==> src/rtl/button_ctrl_n.sv <==
// Multi-channel button front end: sync, sampled debounce, press/release/long/repeat pulses, clock-mode FSM.
// Latency: 2 sync cycles + DEBOUNCE_SAMPLES ticks to btn_state; mode follows pulses by 1 cycle. No backpressure.
module button_ctrl_n #(
  parameter int N_BTN            = 4,
  parameter int ACTIVE_LOW       = 1,
  parameter int SAMPLE_DIV       = 100000,
  parameter int DEBOUNCE_SAMPLES = 4,
  parameter int LONG_SAMPLES     = 100,
  parameter int REPEAT_SAMPLES   = 20,
  parameter int SET_IDX          = 2,
  parameter int ALARM_IDX        = 3
) (
  input  logic             mclk,
  input  logic             rst_n,
  input  logic [N_BTN-1:0] btn_raw,
  output logic [N_BTN-1:0] btn_state,
  output logic [N_BTN-1:0] press_pulse,
  output logic [N_BTN-1:0] release_pulse,
  output logic [N_BTN-1:0] long_pulse,
  output logic [N_BTN-1:0] repeat_pulse,
  output logic [1:0]       clk_mode
);

  localparam int DW = $clog2(SAMPLE_DIV + 1);
  localparam int AW = $clog2(DEBOUNCE_SAMPLES + 1);
  localparam int HW = $clog2(LONG_SAMPLES + 1);
  localparam int RW = (REPEAT_SAMPLES > 0) ? $clog2(REPEAT_SAMPLES + 1) : 1;

  localparam logic [DW-1:0] DIV_LAST = DW'(SAMPLE_DIV - 1);
  localparam logic [AW-1:0] DEB_MAX  = AW'(DEBOUNCE_SAMPLES);
  localparam logic [HW-1:0] LONG_MAX = HW'(LONG_SAMPLES);
  localparam logic [RW-1:0] REP_MAX  = RW'(REPEAT_SAMPLES);
  // Synchroniser idle value is the pad level of an unpressed button.
  localparam logic [N_BTN-1:0] IDLE_LVL = (ACTIVE_LOW != 0) ? {N_BTN{1'b1}} : {N_BTN{1'b0}};

  typedef enum logic [1:0] {
    MODE_RUN     = 2'd0,
    MODE_HOURS   = 2'd1,
    MODE_MINUTES = 2'd2,
    MODE_ALARM   = 2'd3
  } mode_t;

  logic [N_BTN-1:0] sync1, sync2, s, flip;
  logic [DW-1:0]    div_cnt;
  logic             tick;
  logic [AW-1:0]    agree [N_BTN];
  logic [HW-1:0]    hold  [N_BTN];
  logic [RW-1:0]    rep   [N_BTN];
  mode_t            mode, mode_nxt;

  assign s    = (ACTIVE_LOW != 0) ? ~sync2 : sync2;
  assign tick = (div_cnt == DIV_LAST);

  always_comb begin
    flip = '0;
    for (int i = 0; i < N_BTN; i++)
      flip[i] = tick && (s[i] != btn_state[i]) && ((agree[i] + 1'b1) == DEB_MAX);
  end

  always_ff @(posedge mclk or negedge rst_n) begin
    if (!rst_n) begin
      sync1         <= IDLE_LVL;
      sync2         <= IDLE_LVL;
      div_cnt       <= '0;
      btn_state     <= '0;
      press_pulse   <= '0;
      release_pulse <= '0;
      long_pulse    <= '0;
      repeat_pulse  <= '0;
      for (int i = 0; i < N_BTN; i++) begin
        agree[i] <= '0;
        hold[i]  <= '0;
        rep[i]   <= '0;
      end
    end else begin
      sync1         <= btn_raw;
      sync2         <= sync1;
      div_cnt       <= tick ? '0 : div_cnt + 1'b1;
      press_pulse   <= flip & ~btn_state;
      release_pulse <= flip & btn_state;
      btn_state     <= btn_state ^ flip;
      long_pulse    <= '0;
      repeat_pulse  <= '0;
      for (int i = 0; i < N_BTN; i++) begin
        if (tick)
          agree[i] <= ((s[i] == btn_state[i]) || flip[i]) ? '0 : agree[i] + 1'b1;
        // Counting runs only while already pressed; press and release ticks both clear.
        if (!btn_state[i] || flip[i]) begin
          hold[i] <= '0;
          rep[i]  <= '0;
        end else if (tick) begin
          if (hold[i] != LONG_MAX) begin
            hold[i] <= hold[i] + 1'b1;
            if ((hold[i] + 1'b1) == LONG_MAX)
              long_pulse[i] <= 1'b1;
          end else if (REPEAT_SAMPLES > 0) begin
            if ((rep[i] + 1'b1) == REP_MAX) begin
              repeat_pulse[i] <= 1'b1;
              rep[i]          <= '0;
            end else begin
              rep[i] <= rep[i] + 1'b1;
            end
          end
        end
      end
    end
  end

  always_ff @(posedge mclk or negedge rst_n) begin
    if (!rst_n) mode <= MODE_RUN;
    else        mode <= mode_nxt;
  end

  always_comb begin
    mode_nxt = mode;
    // Simultaneous SET and ALARM presses cancel each other.
    if (!(press_pulse[SET_IDX] && press_pulse[ALARM_IDX])) begin
      if (press_pulse[SET_IDX]) begin
        case (mode)
          MODE_RUN:     mode_nxt = MODE_HOURS;
          MODE_HOURS:   mode_nxt = MODE_MINUTES;
          MODE_MINUTES: mode_nxt = MODE_RUN;
          default:      mode_nxt = mode;
        endcase
      end else if (press_pulse[ALARM_IDX]) begin
        if (mode == MODE_RUN)        mode_nxt = MODE_ALARM;
        else if (mode == MODE_ALARM) mode_nxt = MODE_RUN;
      end else if (long_pulse[SET_IDX] && (mode == MODE_HOURS || mode == MODE_MINUTES)) begin
        mode_nxt = MODE_RUN;
      end
    end
  end

  assign clk_mode = mode;

endmodule
==> config.mk <==
export PLATFORM = sky130hd
export DESIGN_NAME = button_ctrl_n
export DESIGN_NICKNAME = d
export VERILOG_FILES = /design/src/rtl/button_ctrl_n.sv
export SDC_FILE = /design/constraint.sdc
export NUM_CORES = 1
export LEC_CHECK = 0
export BUFFER_PORTS_ARGS = -buffer_cell sky130_fd_sc_hd__buf_2
export CORE_UTILIZATION = 62
export DETAILED_ROUTE_END_ITERATION = 7
export PLACE_DENSITY_LB_ADDON = 0.25
export SLEW_MARGIN = 0
export SYNTH_ARGS = -nofsm -noshare
export SYNTH_HDL_FRONTEND = slang
export SYNTH_SLANG_ARGS = --single-unit
==> constraint.sdc <==
create_clock -name mclk -period 3.2 [get_ports mclk]
set_input_delay 0.48 -clock mclk [delete_from_list [all_inputs] [get_ports mclk]]
set_output_delay 0.48 -clock mclk [all_outputs]
set_load 0.02 [all_outputs]
==> flow_summary.toml <==
[route]
number_of_remaining_drc_errors = 0
finalWirelength_um = 12100
detail_route.iter0.violations = 237
drt_pre_antenna_iters = 5
wl_per_cell_um = 15.3
ant_nets = 0
drt-vias-per-instance = 6.02
detailroute.via_count = 4735

[setup_path]
critPathCaptureType = "flip-flop"
worst_path_most_repeated_cell = "sky130_fd_sc_hd__nand2_1"
longest_individual_stage_delay_on_the_worst_path_ns = 0.45
arrival_ns = 3.23
r2r-end = "rep[9]"
delay_heaviest_family_cp = "simple AND/OR/NAND/NOR gates"
worst_path_max_delay_cell = "sky130_fd_sc_hd__or3_1"
cp-start-kind = "flip-flop"
critical_path.reg2reg.startpoint = "div_cnt[0]"
timing.critical_path.required_ns = 3.47
cp_cell_sequence = "ha_1 -> nand3_2 -> nor4_4 -> nand2_1 -> buf_4 -> or3_1 -> ha_1 -> nand2_1 -> nor3b_1 -> and3_1 -> mux2i_1 -> nand2_1"
setup.reg_to_reg.worst_slack_ns = 0.24
worstPathMaxFanout = 17
critical_path_class = "reg -> reg"
crit_buf_inv = 1
worst_r2r_path_depth = 12

[sta]
timing.clock.skew_ns = 0.0149
final.period_utilization_pct = 92.5
maximum_clock_frequency_ghz = 0.338
setup_tns_ns = 0
timing.final.hold_violations = 0
tightestPinTransition_ns = 0.912
finalMaxSlewViolations = 0
final-setup-viol-count = 0
unrepaired_setup_endpoints_after_global_routing = "false"
setup_slack_ns = 0.241
final_period_minus_worst_setup_slack_ns = 2.96
timing.slew.headroom_pct = 39.2

[power]
cellInternalPower_mw = 1.65
switching_share_pct = 23.3
total_leakage_power_nw = 3.09
switching_power_mw = 0.502
register_share_of_total_power_pct = 63.2
power.clock.fraction_pct = 35.1
pwr-share-comb_pct = 1.7
p_per_area_nw_per_um2 = 336
vdd_drop_max_v = 0.000228

[place]
finalWeightedCongestion = 0.915
numPortBuffers = 27
dpl_ws_ns = 0.286
place_hpwl_um = 8440

[cts]
clk_transition_reported_paths_ns = 0.10
clk_latency_ns = 0.38
cts_setup_buffers = 0
tritoncts.num_buffers = 9
postCtsResizedCells = 0
numClockSinks = 107
tritoncts_clock_tree = "yes"
cts-hold-fix-buffers = 0
root_buffer = "sky130_fd_sc_hd__clkbuf_8"
clock_path_buffers = 2
htree_levels = 3

[die]
start_util_pct = 64.4
rows = 35
die_y_um = 100
dieArea_um2 = 10000
horizontal_die_dimension_um = 100
io-pin-count = 28
placeableCoreArea_um2 = 9280

[cells_and_area]
final-seq-area_um2 = 2690
area_growth_syn_to_layout_pct = 7.49
area_of_the_multi_input_gates_um2 = 3080
finalNetCount = 702
final_antenna_diode_count = 0
drive_gt1_share_pct = 9.88
n_fill_cell = 715

[grt]
grt_pass1_vias = 4513
groute.usage.overall_pct = 25.6
grt_pass1_wl_um = 20600
antenna_found_initial = 0
aggregate_global_routing_overflow = 0
grt_max_degree = 65

[yosys]
synth_seq_area_share_pct = 45.0
synth_area_per_cell_um2 = 9.50
synth_async_sr_flop_share_pct = 100
ys.flop_type = "sky130_fd_sc_hd__dfrtp_1"
post_synthesis_cell_area_um2 = 5980
gate_count_after_technology_mapping = 629
total_of_flip_flops_plus_latches_after_synthesis = 107
synth_nets = 678
yosysWarnings = 0
synth-edff-count = 0
count_of_distinct_cell_types_in_the_synthesized_netlist = 53

[run]
maxCapViolations = 0

[run_status]
outcome = "completed"

[min_path]
hp_class = "in -> async"
-- worst max path at each step --
stage / from / to / depth (start not counted)
final: div_cnt[0] / rep[9] / 12
after global routing: div_cnt[0] / rep[9] / 12
after CTS: div_cnt[0] / rep[9] / 12
after detailed placement: div_cnt[0] / rep[9] / 12
after global placement: div_cnt[0] / rep[9] / 12
after floorplan: div_cnt[0] / hold[20] / 10
-- metrics by stage --
| stage | total power [mW] | hold slack, ns | cell area (um^2) | util [%] | cells |
|---|---|---|---|---|---|
| floorplan | 1.39 | 0.184 | 5980 | - | 629 |
| global placement | 1.43 | 0.347 | 6250 | 67.3 | 771 |
| detailed placement | 1.43 | 0.347 | 6250 | 67.3 | 771 |
| CTS | 2.18 | 0.181 | 6420 | 69.2 | 787 |
| global route | 2.23 | 0.169 | 6430 | 69.2 | 787 |
| finish | 2.16 | 0.177 | 6430 | 69.2 | 787 |
-- kinds of logic after synthesis --
logic type | synth area share, %
AO/OA/AOI/OAI | 12.4
XOR/XNOR | 3.52
adder cells (fa/ha/maj) | 9.00
buffers and inverters | 3.58
flip-flops | 45.0
multiplexers | 1.36
AND/OR/NAND/NOR | 25.2
-- synth_stat cells (3+ instances only) --
master / instances / area [um^2]
sky130_fd_sc_hd__nand2_1: 74 / 278
sky130_fd_sc_hd__xnor2_1: 8 / 70.1
sky130_fd_sc_hd__a211o_1: 3 / 26.3
sky130_fd_sc_hd__nor4_1: 5 / 31.3
sky130_fd_sc_hd__ha_1: 43 / 538
sky130_fd_sc_hd__o31ai_1: 15 / 113
sky130_fd_sc_hd__and2_1: 4 / 25.0
sky130_fd_sc_hd__buf_2: 3 / 15.0
sky130_fd_sc_hd__clkbuf_1: 16 / 60.1
sky130_fd_sc_hd__or4b_1: 5 / 50.1
sky130_fd_sc_hd__nand3_1: 62 / 310
sky130_fd_sc_hd__a31oi_1: 4 / 25.0
sky130_fd_sc_hd__inv_1: 37 / 139
sky130_fd_sc_hd__dfrtp_1: 99 / 2480
sky130_fd_sc_hd__and4_1: 6 / 52.6
sky130_fd_sc_hd__nor2b_1: 9 / 56.3
sky130_fd_sc_hd__a22o_1: 12 / 105
sky130_fd_sc_hd__nor3_1: 5 / 25.0
sky130_fd_sc_hd__nor2_1: 27 / 101
sky130_fd_sc_hd__nand3b_1: 6 / 45.0
sky130_fd_sc_hd__a21oi_1: 17 / 85.1
sky130_fd_sc_hd__nand4_1: 19 / 119
sky130_fd_sc_hd__and3_1: 11 / 68.8
sky130_fd_sc_hd__nand2b_1: 19 / 119
sky130_fd_sc_hd__nand4b_1: 4 / 35.0
sky130_fd_sc_hd__nor3b_1: 5 / 37.5
sky130_fd_sc_hd__xor2_1: 16 / 140
sky130_fd_sc_hd__or2_2: 4 / 25.0
sky130_fd_sc_hd__or3_1: 6 / 37.5
sky130_fd_sc_hd__o41ai_1: 5 / 43.8
sky130_fd_sc_hd__o21ai_0: 37 / 185
sky130_fd_sc_hd__mux2i_1: 7 / 70.1
sky130_fd_sc_hd__dfstp_2: 8 / 210
-- cell usage in the layout (no fill, tap or decap), types with 7 or more instances in the layout --
cell type / netlist / layout
sky130_fd_sc_hd__dfrtp_1: 99 / 99
sky130_fd_sc_hd__nand2_1: 74 / 74
sky130_fd_sc_hd__nand3_1: 62 / 61
sky130_fd_sc_hd__ha_1: 43 / 43
sky130_fd_sc_hd__inv_1: 37 / 37
sky130_fd_sc_hd__o21ai_0: 37 / 37
sky130_fd_sc_hd__nor2_1: 27 / 27
sky130_fd_sc_hd__buf_2: 3 / 26
sky130_fd_sc_hd__nand2b_1: 19 / 19
sky130_fd_sc_hd__nand4_1: 19 / 19
sky130_fd_sc_hd__a21oi_1: 17 / 17
sky130_fd_sc_hd__xor2_1: 16 / 16
sky130_fd_sc_hd__o31ai_1: 15 / 15
sky130_fd_sc_hd__a22o_1: 12 / 12
sky130_fd_sc_hd__and3_1: 11 / 11
sky130_fd_sc_hd__nor2b_1: 9 / 9
sky130_fd_sc_hd__clkbuf_8: 0 / 9
sky130_fd_sc_hd__xnor2_1: 8 / 8
sky130_fd_sc_hd__dfstp_2: 8 / 8
sky130_fd_sc_hd__mux2i_1: 7 / 7
-- metal layers --
metal,track usage (%),share of wire [%],routed length (um),up-vias
li1,-,-,-,2303
met1,32.8,45,5460,2317
met2,44.1,50,6060,99
met3,4.81,3.1,376,16
met4,7.92,1.4,163,0
met5,0,0,0,-
-- power by group through the flow --
| stage | Clock (mW) | Sequential [mW] | Combinational (mW) |
|---|---|---|---|
| CTS | 0.774 | 1.36 | 0.0397 |
| global placement | 0 | 1.39 | 0.0386 |
| detailed placement | 0 | 1.39 | 0.0396 |
| finish | 0.757 | 1.36 | 0.0371 |
| global route | 0.822 | 1.36 | 0.0443 |
| floorplan | 0 | 1.39 | 0.00487 |
-- cell type report --
cell class,instances,area share [%]
clock buffers,11,2.04
multi-input cells,466,48.0
inverters,37,2.16
flip-flops and latches,107,41.8
clock inverters,5,0.584
repair buffers,32,2.92
well taps,129,2.51
-- state kept, by name, indices dropped and copies added, names as in the netlist --
name / flops
sync2: 4
long_pulse: 4
div_cnt: 17
hold: 28
sync1: 4
clk_mode: 2
release_pulse: 4
btn_state: 4
repeat_pulse: 4
rep: 20
press_pulse: 4
agree: 12
Power figures use the tool's default switching activity.
